## config.mk

```make
export PLATFORM = sky130hd
export DESIGN_NAME = gate_vector_sequencer
export DESIGN_NICKNAME = d
export VERILOG_FILES = /design/src/rtl/gate_vector_sequencer_pkg.sv /design/src/rtl/gate_vector_sequencer_settle_timer.sv /design/src/rtl/gate_vector_sequencer.sv
export SDC_FILE = /design/constraint.sdc
export NUM_CORES = 1
export LEC_CHECK = 0
export BUFFER_PORTS_ARGS = -buffer_cell sky130_fd_sc_hd__buf_2
export CAP_MARGIN = 20
export CORE_UTILIZATION = 45
export CTS_CLUSTER_SIZE = 8
export DETAILED_ROUTE_END_ITERATION = 8
export HOLD_SLACK_MARGIN = 0.15
export PLACE_DENSITY = 0.72
export SLEW_MARGIN = 20
export SYNTH_ARGS = -nofsm -noshare
export SYNTH_HDL_FRONTEND = slang
export SYNTH_HIERARCHICAL = 1
export SYNTH_SLANG_ARGS = --single-unit
```

## constraint.sdc

```tcl
create_clock -name clk_i -period 1.8 [get_ports clk_i]
set_input_delay 0.09 -clock clk_i [delete_from_list [all_inputs] [get_ports clk_i]]
set_output_delay 0.09 -clock clk_i [all_outputs]
set_load 0.1 [all_outputs]
```

## src/rtl/gate_vector_sequencer_pkg.sv

```systemverilog
// Shared definitions for the gate vector sequencer.
//   state_e    : sequencer FSM state encoding (2-bit)
//   Truth*     : reference truth tables for 2-input gates; bit i is y for input vector i
package gate_vector_sequencer_pkg;

  typedef enum logic [1:0] {
    StIdle   = 2'd0,
    StSettle = 2'd1,
    StCheck  = 2'd2,
    StDone   = 2'd3
  } state_e;

  localparam logic [3:0] TruthAnd = 4'b1000;
  localparam logic [3:0] TruthOr  = 4'b1110;
  localparam logic [3:0] TruthXor = 4'b0110;

  // Counter width for a settle window of the given length; at least one bit.
  function automatic int unsigned settle_cnt_width(input int unsigned hold);
    return (hold > 1) ? $clog2(hold) : 1;
  endfunction

endpackage

```

## src/rtl/gate_vector_sequencer_settle_timer.sv

```systemverilog
// Settle-window counter for the gate vector sequencer.
//   clk_i     : rising-edge clock
//   rst_ni    : asynchronous active-low reset
//   clear_i   : synchronous clear to zero (has priority over enable_i)
//   enable_i  : advance the count by one
//   expired_o : count has reached HOLD_CYCLES-1
module settle_timer
  import gate_vector_sequencer_pkg::*;
#(
  parameter int unsigned HOLD_CYCLES = 4
) (
  input  logic clk_i,
  input  logic rst_ni,
  input  logic clear_i,
  input  logic enable_i,
  output logic expired_o
);

  localparam int unsigned CntW = settle_cnt_width(HOLD_CYCLES);
  localparam logic [CntW-1:0] CntLast = CntW'(HOLD_CYCLES - 1);

  logic [CntW-1:0] cnt_q, cnt_d;

  always_comb begin
    cnt_d = cnt_q;
    if (clear_i) begin
      cnt_d = '0;
    end else if (enable_i) begin
      cnt_d = cnt_q + 1'b1;
    end
  end

  always_ff @(posedge clk_i or negedge rst_ni) begin
    if (!rst_ni) begin
      cnt_q <= '0;
    end else begin
      cnt_q <= cnt_d;
    end
  end

  assign expired_o = (cnt_q == CntLast);

endmodule

```

## src/rtl/gate_vector_sequencer.sv

```systemverilog
// Exhaustive stimulus/response checker for a small combinational gate.
// Walks vec_out_o through every input combination, holds each for HOLD_CYCLES settle
// cycles, samples y_in_i on the following cycle and compares it to EXPECT[vector].
//   clk_i        : rising-edge clock
//   rst_ni       : asynchronous active-low reset
//   start_i      : run request, accepted only in idle
//   vec_out_o    : gate input vector (bit 0 = a, bit 1 = b)
//   y_in_i       : gate output, same clock domain
//   busy_o       : run in progress (accepted start until done state is left)
//   done_o       : one-cycle end-of-run pulse
//   pass_o       : last completed run had zero mismatches
//   err_count_o  : mismatches in the current or last run
//   first_fail_o : first mismatching vector (valid when err_count_o != 0)
module gate_vector_sequencer
  import gate_vector_sequencer_pkg::*;
#(
  parameter int unsigned          N_IN        = 2,
  parameter int unsigned          HOLD_CYCLES = 4,
  parameter logic [(1<<N_IN)-1:0] EXPECT      = TruthAnd
) (
  input  logic            clk_i,
  input  logic            rst_ni,
  input  logic            start_i,
  output logic [N_IN-1:0] vec_out_o,
  input  logic            y_in_i,
  output logic            busy_o,
  output logic            done_o,
  output logic            pass_o,
  output logic [N_IN:0]   err_count_o,
  output logic [N_IN-1:0] first_fail_o
);

  localparam logic [N_IN-1:0] VecLast = {N_IN{1'b1}};

  state_e          state_q, state_d;
  logic [N_IN-1:0] vec_q, vec_d;
  logic [N_IN:0]   err_q, err_d;
  logic [N_IN-1:0] first_q, first_d;
  logic            busy_q, busy_d;
  logic            done_q, done_d;
  logic            pass_q, pass_d;

  logic timer_clear;
  logic timer_enable;
  logic timer_expired;
  logic mismatch;

  settle_timer #(
    .HOLD_CYCLES (HOLD_CYCLES)
  ) u_settle_timer (
    .clk_i     (clk_i),
    .rst_ni    (rst_ni),
    .clear_i   (timer_clear),
    .enable_i  (timer_enable),
    .expired_o (timer_expired)
  );

  assign mismatch = (y_in_i != EXPECT[vec_q]);

  always_comb begin
    state_d      = state_q;
    vec_d        = vec_q;
    err_d        = err_q;
    first_d      = first_q;
    busy_d       = busy_q;
    done_d       = 1'b0;
    pass_d       = pass_q;
    timer_clear  = 1'b0;
    timer_enable = 1'b0;

    unique case (state_q)
      StIdle: begin
        if (start_i) begin
          vec_d       = '0;
          err_d       = '0;
          first_d     = '0;
          pass_d      = 1'b0;
          busy_d      = 1'b1;
          timer_clear = 1'b1;
          state_d     = StSettle;
        end
      end

      StSettle: begin
        if (timer_expired) begin
          state_d = StCheck;
        end else begin
          timer_enable = 1'b1;
        end
      end

      StCheck: begin
        if (mismatch) begin
          err_d = err_q + 1'b1;
          if (err_q == '0) begin
            first_d = vec_q;
          end
        end
        if (vec_q == VecLast) begin
          // done is raised on entry so it is visible for the whole done-state cycle
          done_d  = 1'b1;
          state_d = StDone;
        end else begin
          vec_d       = vec_q + 1'b1;
          timer_clear = 1'b1;
          state_d     = StSettle;
        end
      end

      StDone: begin
        busy_d  = 1'b0;
        pass_d  = (err_q == '0);
        vec_d   = '0;
        state_d = StIdle;
      end

      default: begin
        state_d = StIdle;
      end
    endcase
  end

  always_ff @(posedge clk_i or negedge rst_ni) begin
    if (!rst_ni) begin
      state_q <= StIdle;
      vec_q   <= '0;
      err_q   <= '0;
      first_q <= '0;
      busy_q  <= 1'b0;
      done_q  <= 1'b0;
      pass_q  <= 1'b0;
    end else begin
      state_q <= state_d;
      vec_q   <= vec_d;
      err_q   <= err_d;
      first_q <= first_d;
      busy_q  <= busy_d;
      done_q  <= done_d;
      pass_q  <= pass_d;
    end
  end

  assign vec_out_o    = vec_q;
  assign busy_o       = busy_q;
  assign done_o       = done_q;
  assign pass_o       = pass_q;
  assign err_count_o  = err_q;
  assign first_fail_o = first_q;

endmodule

```

# [After elaboration in Yosys (flattened, before gate mapping)]
# Index checks and enable logic that the tools add are counted.
[op_classes] n_addsub=3 n_lt_le_gt_ge=1 n_eq_ne=11 n_mux=28 n_reduce_logical=11
[ops] cell="$mux W2" n=9
[ops] cell="$ne A2 B2 Y1 const B" n=5
[ops] cell="$mux W1" n=9
[ops] cell="$eq A2 B2 Y1 const B" n=4
[ops] cell="$pmux W2 S4" n=1
[ops] cell="$mux W3" n=2
[ops] cell="$pmux W1 S2" n=3
[ops] cell="$pmux W2 S3" n=1
[ops] cell="$pmux W3 S2" n=1
[ops] cell="$reduce_and A3 Y1" n=2
[ops] cell="$reduce_bool A2 Y1" n=3
[ops] cell="$add A2 B1 Y2 const B" n=2
[ops] cell="$pmux W2 S2" n=1
[ops] cell="$reduce_and A2 Y1" n=2
[ops] cell="$reduce_and A4 Y1" n=1
[ops] cell="$add A3 B1 Y3 const B" n=1
[ops] cell="$logic_not A3 Y1" n=1
[ops] cell="$lt A2 B3 Y1 const B" n=1
[ops] cell="$reduce_bool A3 Y1" n=1
[ops] cell="$bmux W1 S2" n=1
[ops] cell="$eq A2 B1 Y1 const B" n=1
[ops] cell="$logic_not A2 Y1" n=1
[ops] cell="$ne A1 B1 Y1" n=1
[word_totals] ff_bits=14 word_cells=62

# [Longest topological paths before layout]
[logic_depth] ltp_word=5 depth_mapped=5 ltp_nobuf=5

# [Cells and area by module]
# Netlist, hierarchy kept.
[modules_own_cells] module="gate_vector_sequencer" n_inst=1 cells_per_inst=63 area_each_um2=650.6 seq_area_each_um2=300.3
[modules_own_cells] module="settle_timer" n_inst=1 cells_per_inst=7 area_each_um2=88.8 seq_area_each_um2=50.0

# [Worst setup path after synthesis]
# Ideal clock, no wire load.
[synth_path] kind="reg2reg" from="register vec_q[0], in the netlist vec_out_o[0]" to="register first_q[0], in the netlist first_fail_o[0]" setup_time_ns=0.126 arrival_time_ns=2.157 t_required_ns=1.674 slack_ns=-0.483 stages_incl_launch_ff=5 n_path_buf=0 path_cell_list="dfrtp_1 -> ha_1 -> xor2_2 -> or3b_4 -> mux2i_1"
[synth_between] elab_chain_cells=5
[synth_lines] item="start, declared" line="gate_vector_sequencer.sv:36" rtl="logic [N_IN-1:0] vec_q, vec_d;"
[synth_lines] item="start signal, assigned" line="gate_vector_sequencer.sv:134" rtl="vec_q <= vec_d;"
[synth_lines] item="$bmux W1 S2" line="gate_vector_sequencer.sv:58" rtl="assign mismatch = (y_in_i != EXPECT[vec_q]);"
[synth_lines] item="$mux W1 (not written as such)" line="gate_vector_sequencer.sv:58"
[synth_lines] item="$ne A1 B1 Y1" line="gate_vector_sequencer.sv:58"
[synth_lines] item="$ne A2 B2 Y1 (no source line)"
[synth_lines] item="$reduce_and A4 Y1 (no source line)"
[synth_lines] item="end signal, assigned" line="gate_vector_sequencer.sv:136" rtl="first_q <= first_d;"
[synth_lines] item="end, declared" line="gate_vector_sequencer.sv:38" rtl="logic [N_IN-1:0] first_q, first_d;"
# Parallel ways exist; a longest one is shown, timed or not. The select of a mux whose other input is x is not followed.
# A chain may end at the register's enable or synchronous reset.

# [Worst setup path in the final report]
# Same ends and word-level chain as after synthesis.

==> flow_summary_export.csv <==
group,metric,value,unit
run_status,status,"finished clean",
layout,layout-drive-gt1-share,0.326,
worst_hold_path,hp-class,"input port to register",
grt,track_usage,0.176,
clocking,root_buffer,"clkbuf_4",
synthesis,synth-compound-area-share,0.156,
die,chipWidth,42.5,um
detailed_routing,ant_nets,0,
place,dp_hpwl,1050,um
detailed_routing,first_iter_violations,7,
die,coreArea,1520,sq um
worst_setup_path,path_cells,"ha_4, xor2_2, or3b_4, mux2i_1",
synthesis,synth_top_cells_by_area,"dfrtp_1, ha_1, mux2i_1, nand2_1, o2bb2ai_1",
synthesis,synthCells,70,
detailed_routing,dr_wl_met2,706,um
synthesis,synth_area_leader_cell,"dfrtp_1",
layout,layout_commonest_cell,"buf_2",
layout,area_growth,22.8,%
synthesis,synthArstFlopShare,1.00,
synthesis,synthAdderAreaFrac,0.0677,
timing,hold_viol_final,0,
worst_hold_path,hp-start,"y_in_i",
detailed_routing,wl_per_cell,12.9,um
synthesis,yosysUniqueCellTypes,29,
clocking,tritoncts,"done",
synthesis,synth-edff-count,0,
timing,worst_slew_pin_slew,0.489,ns
timing,post-route-period-util,0.936,
clocking,ctsHtreeMaxLevel,1,
detailed_routing,wl_met1,605,um
detailed_routing,wl_met3,33,um
timing,tns,0,ns
die,dieArea,1810,sq um
layout,nets,98,
place,globalplace.congestion,0.820,
die,dieHeight,42.5,um
timing,slew_headroom,0.677,
run,maxCapViolCount,0,
grt,grt_pass1_vias,561,
synthesis,synth_nets,78,
worst_setup_path,worstPathArrival,1.88,ns
timing,setup_viol,0,
synthesis,synth_area,739,sq um
timing,fin_skew,0.00445,ns
clocking,clockBufferDepth,2,
timing,report.final.slew_viol_count,0,
synthesis,yosysTopAreaCellShare,0.474,
grt,grt_max_degree,15,
timing,rsz0062_at_grt,"false",
layout,antenna_cells,0,
detailed_routing,top_layer,"met4",
synthesis,yosysWarnings,6,
detailed_routing,wirelength,1360,um
clocking,clk_latency,0.28,ns
synthesis,synth_mux_area_frac,0.0677,
synthesis,avgSynthCellArea,10.6,sq um
timing,fmax,0.593,GHz
detailed_routing,drc,0,
clocking,cts_buffers,3,
die,io_pins,14,
clocking,post_cts_buffers,0,
worst_setup_path,setup.worst_path.start,"vec_out_o[0]",
grt,grt_overflow_total,0,
synthesis,ys_ff_latch,14,
layout,fillers,137,
detailed_routing,dr.pass1.iters,4,
die,initial_utilization,0.485,
worst_setup_path,cp_slowest_cell,"dfrtp_4",
synthesis,synth_top_family_by_area,"compound AO/OA/AOI/OAI gates",
place,port_buffers,13,
worst_setup_path,critical_path_class,"register to register",
worst_setup_path,required,1.99,ns
clocking,cts_sinks,14,
worst_setup_path,startpoint_type,"register",
synthesis,synth-xor-area-share,0.0457,
layout,layout_common_cells,"buf_2, dfrtp_1, nand2_1",
worst_setup_path,r2r_start,"vec_out_o[0]",
worst_setup_path,max_stage_delay,0.52,ns
timing,fin_crit,1.69,ns
synthesis,ys_seq_area_frac,0.474,
grt,grt_pass1_wl,2330,um
clocking,clkTransAtPathRegs,0.09,ns
detailed_routing,post_drt_via_cell_ratio,5.35,
synthesis,synth-main-ff-cell,"dfrtp_1",
grt,antenna_found_initial,0,
die,rows,14,
worst_setup_path,worst_setup_path_end_kind,"register",
detailed_routing,vias,562,
synthesis,yosys.area_share.simple,0.149,
worst_setup_path,worstPathMaxFanout,6,
## state kept, by name (all words and copies together) (netlist names)
register / count
err_count_o: 3
first_fail_o: 2
state_q: 2
u_settle_timer/cnt_q: 2
vec_out_o: 2
busy_o: 1
done_o: 1
pass_o: 1
## layer usage
| layer | vias to the layer above | GRT usage |
|---|---|---|
| li1 | 282 | - |
| met1 | 269 | 0.211 |
| met2 | 9 | 0.302 |
| met3 | 2 | 0.0517 |
| met4 | 0 | 0.0563 |
| met5 | - | 0 |
## stage by stage
step                area (sq um)  worst slack, ns  hold slack (ns)  std cells   util
global route                 908           0.0394            0.208        105  0.596
floorplan                    759           0.0352           -0.206         70      -
CTS                          908            0.105            0.190        105  0.596
detailed placement           852            0.135          0.00445         99  0.559
finish                       908            0.114            0.194        105  0.596
global placement             852            0.183        -0.000590         99  0.559
## cell usage after synthesis, types with 2 or more instances
cell type and n:
dfrtp_1 14, nand2_1 7, inv_1 5, mux2i_1 5, a21oi_1 4, ha_1 4
nor2_1 4, nand2b_1 3, o2bb2ai_1 3, clkbuf_1 2
## kinds of logic after synthesis
| logic type | Yosys count |
|---|---|
| xor gates and xnor gates | 3 |
| buffers and inverters | 8 |
| DFF | 14 |
| AOI/OAI and AO/OA | 16 |
| and+or+nand+nor | 20 |
| muxes | 5 |
| adders and majority gates | 4 |
## worst paths after layout
path | end | slack (ns) | cells after the start
min | err_count_o[2] | 0.19 | 4
max | first_fail_o[0] | 0.11 | 4
max in group asynchronous | vec_out_o[1] | 1.31 | 2
min reg2reg | first_fail_o[1] | 0.54 | 2
max reg2reg | first_fail_o[0] | 0.11 | 4
min in group asynchronous | err_count_o[2] | 0.22 | 2
## area by class of cell
class | count | area, sq um | area share
Timing Repair Buffer | 17 | 100 | 0.110
Tap cell | 16 | 20.0 | 0.0220
Multi-Input combinational cell | 48 | 372 | 0.409
Inverter | 6 | 22.5 | 0.0248
Sequential cell | 14 | 358 | 0.394
Clock buffer | 4 | 36.3 | 0.0399
## critical path: cells and delay by family, from the launching register on
| family | cells | cell delay (ns) |
|---|---|---|
| and+or+nand+nor | 1 | 0.43 |
| xor gates and xnor gates | 1 | 0.28 |
| adders and majority gates | 1 | 0.20 |
| muxes | 1 | 0.18 |
| DFF | 1 | 0.52 |
## what timing repair did
item,in CTS,in global routing
resized for setup,0,0
hold buffers,2,0
endpoints found under the hold margin,15,0
Power is left out: the tool's default activity adds up to more than one toggle a clock period on the data nets, which glitch-free logic cannot reach.
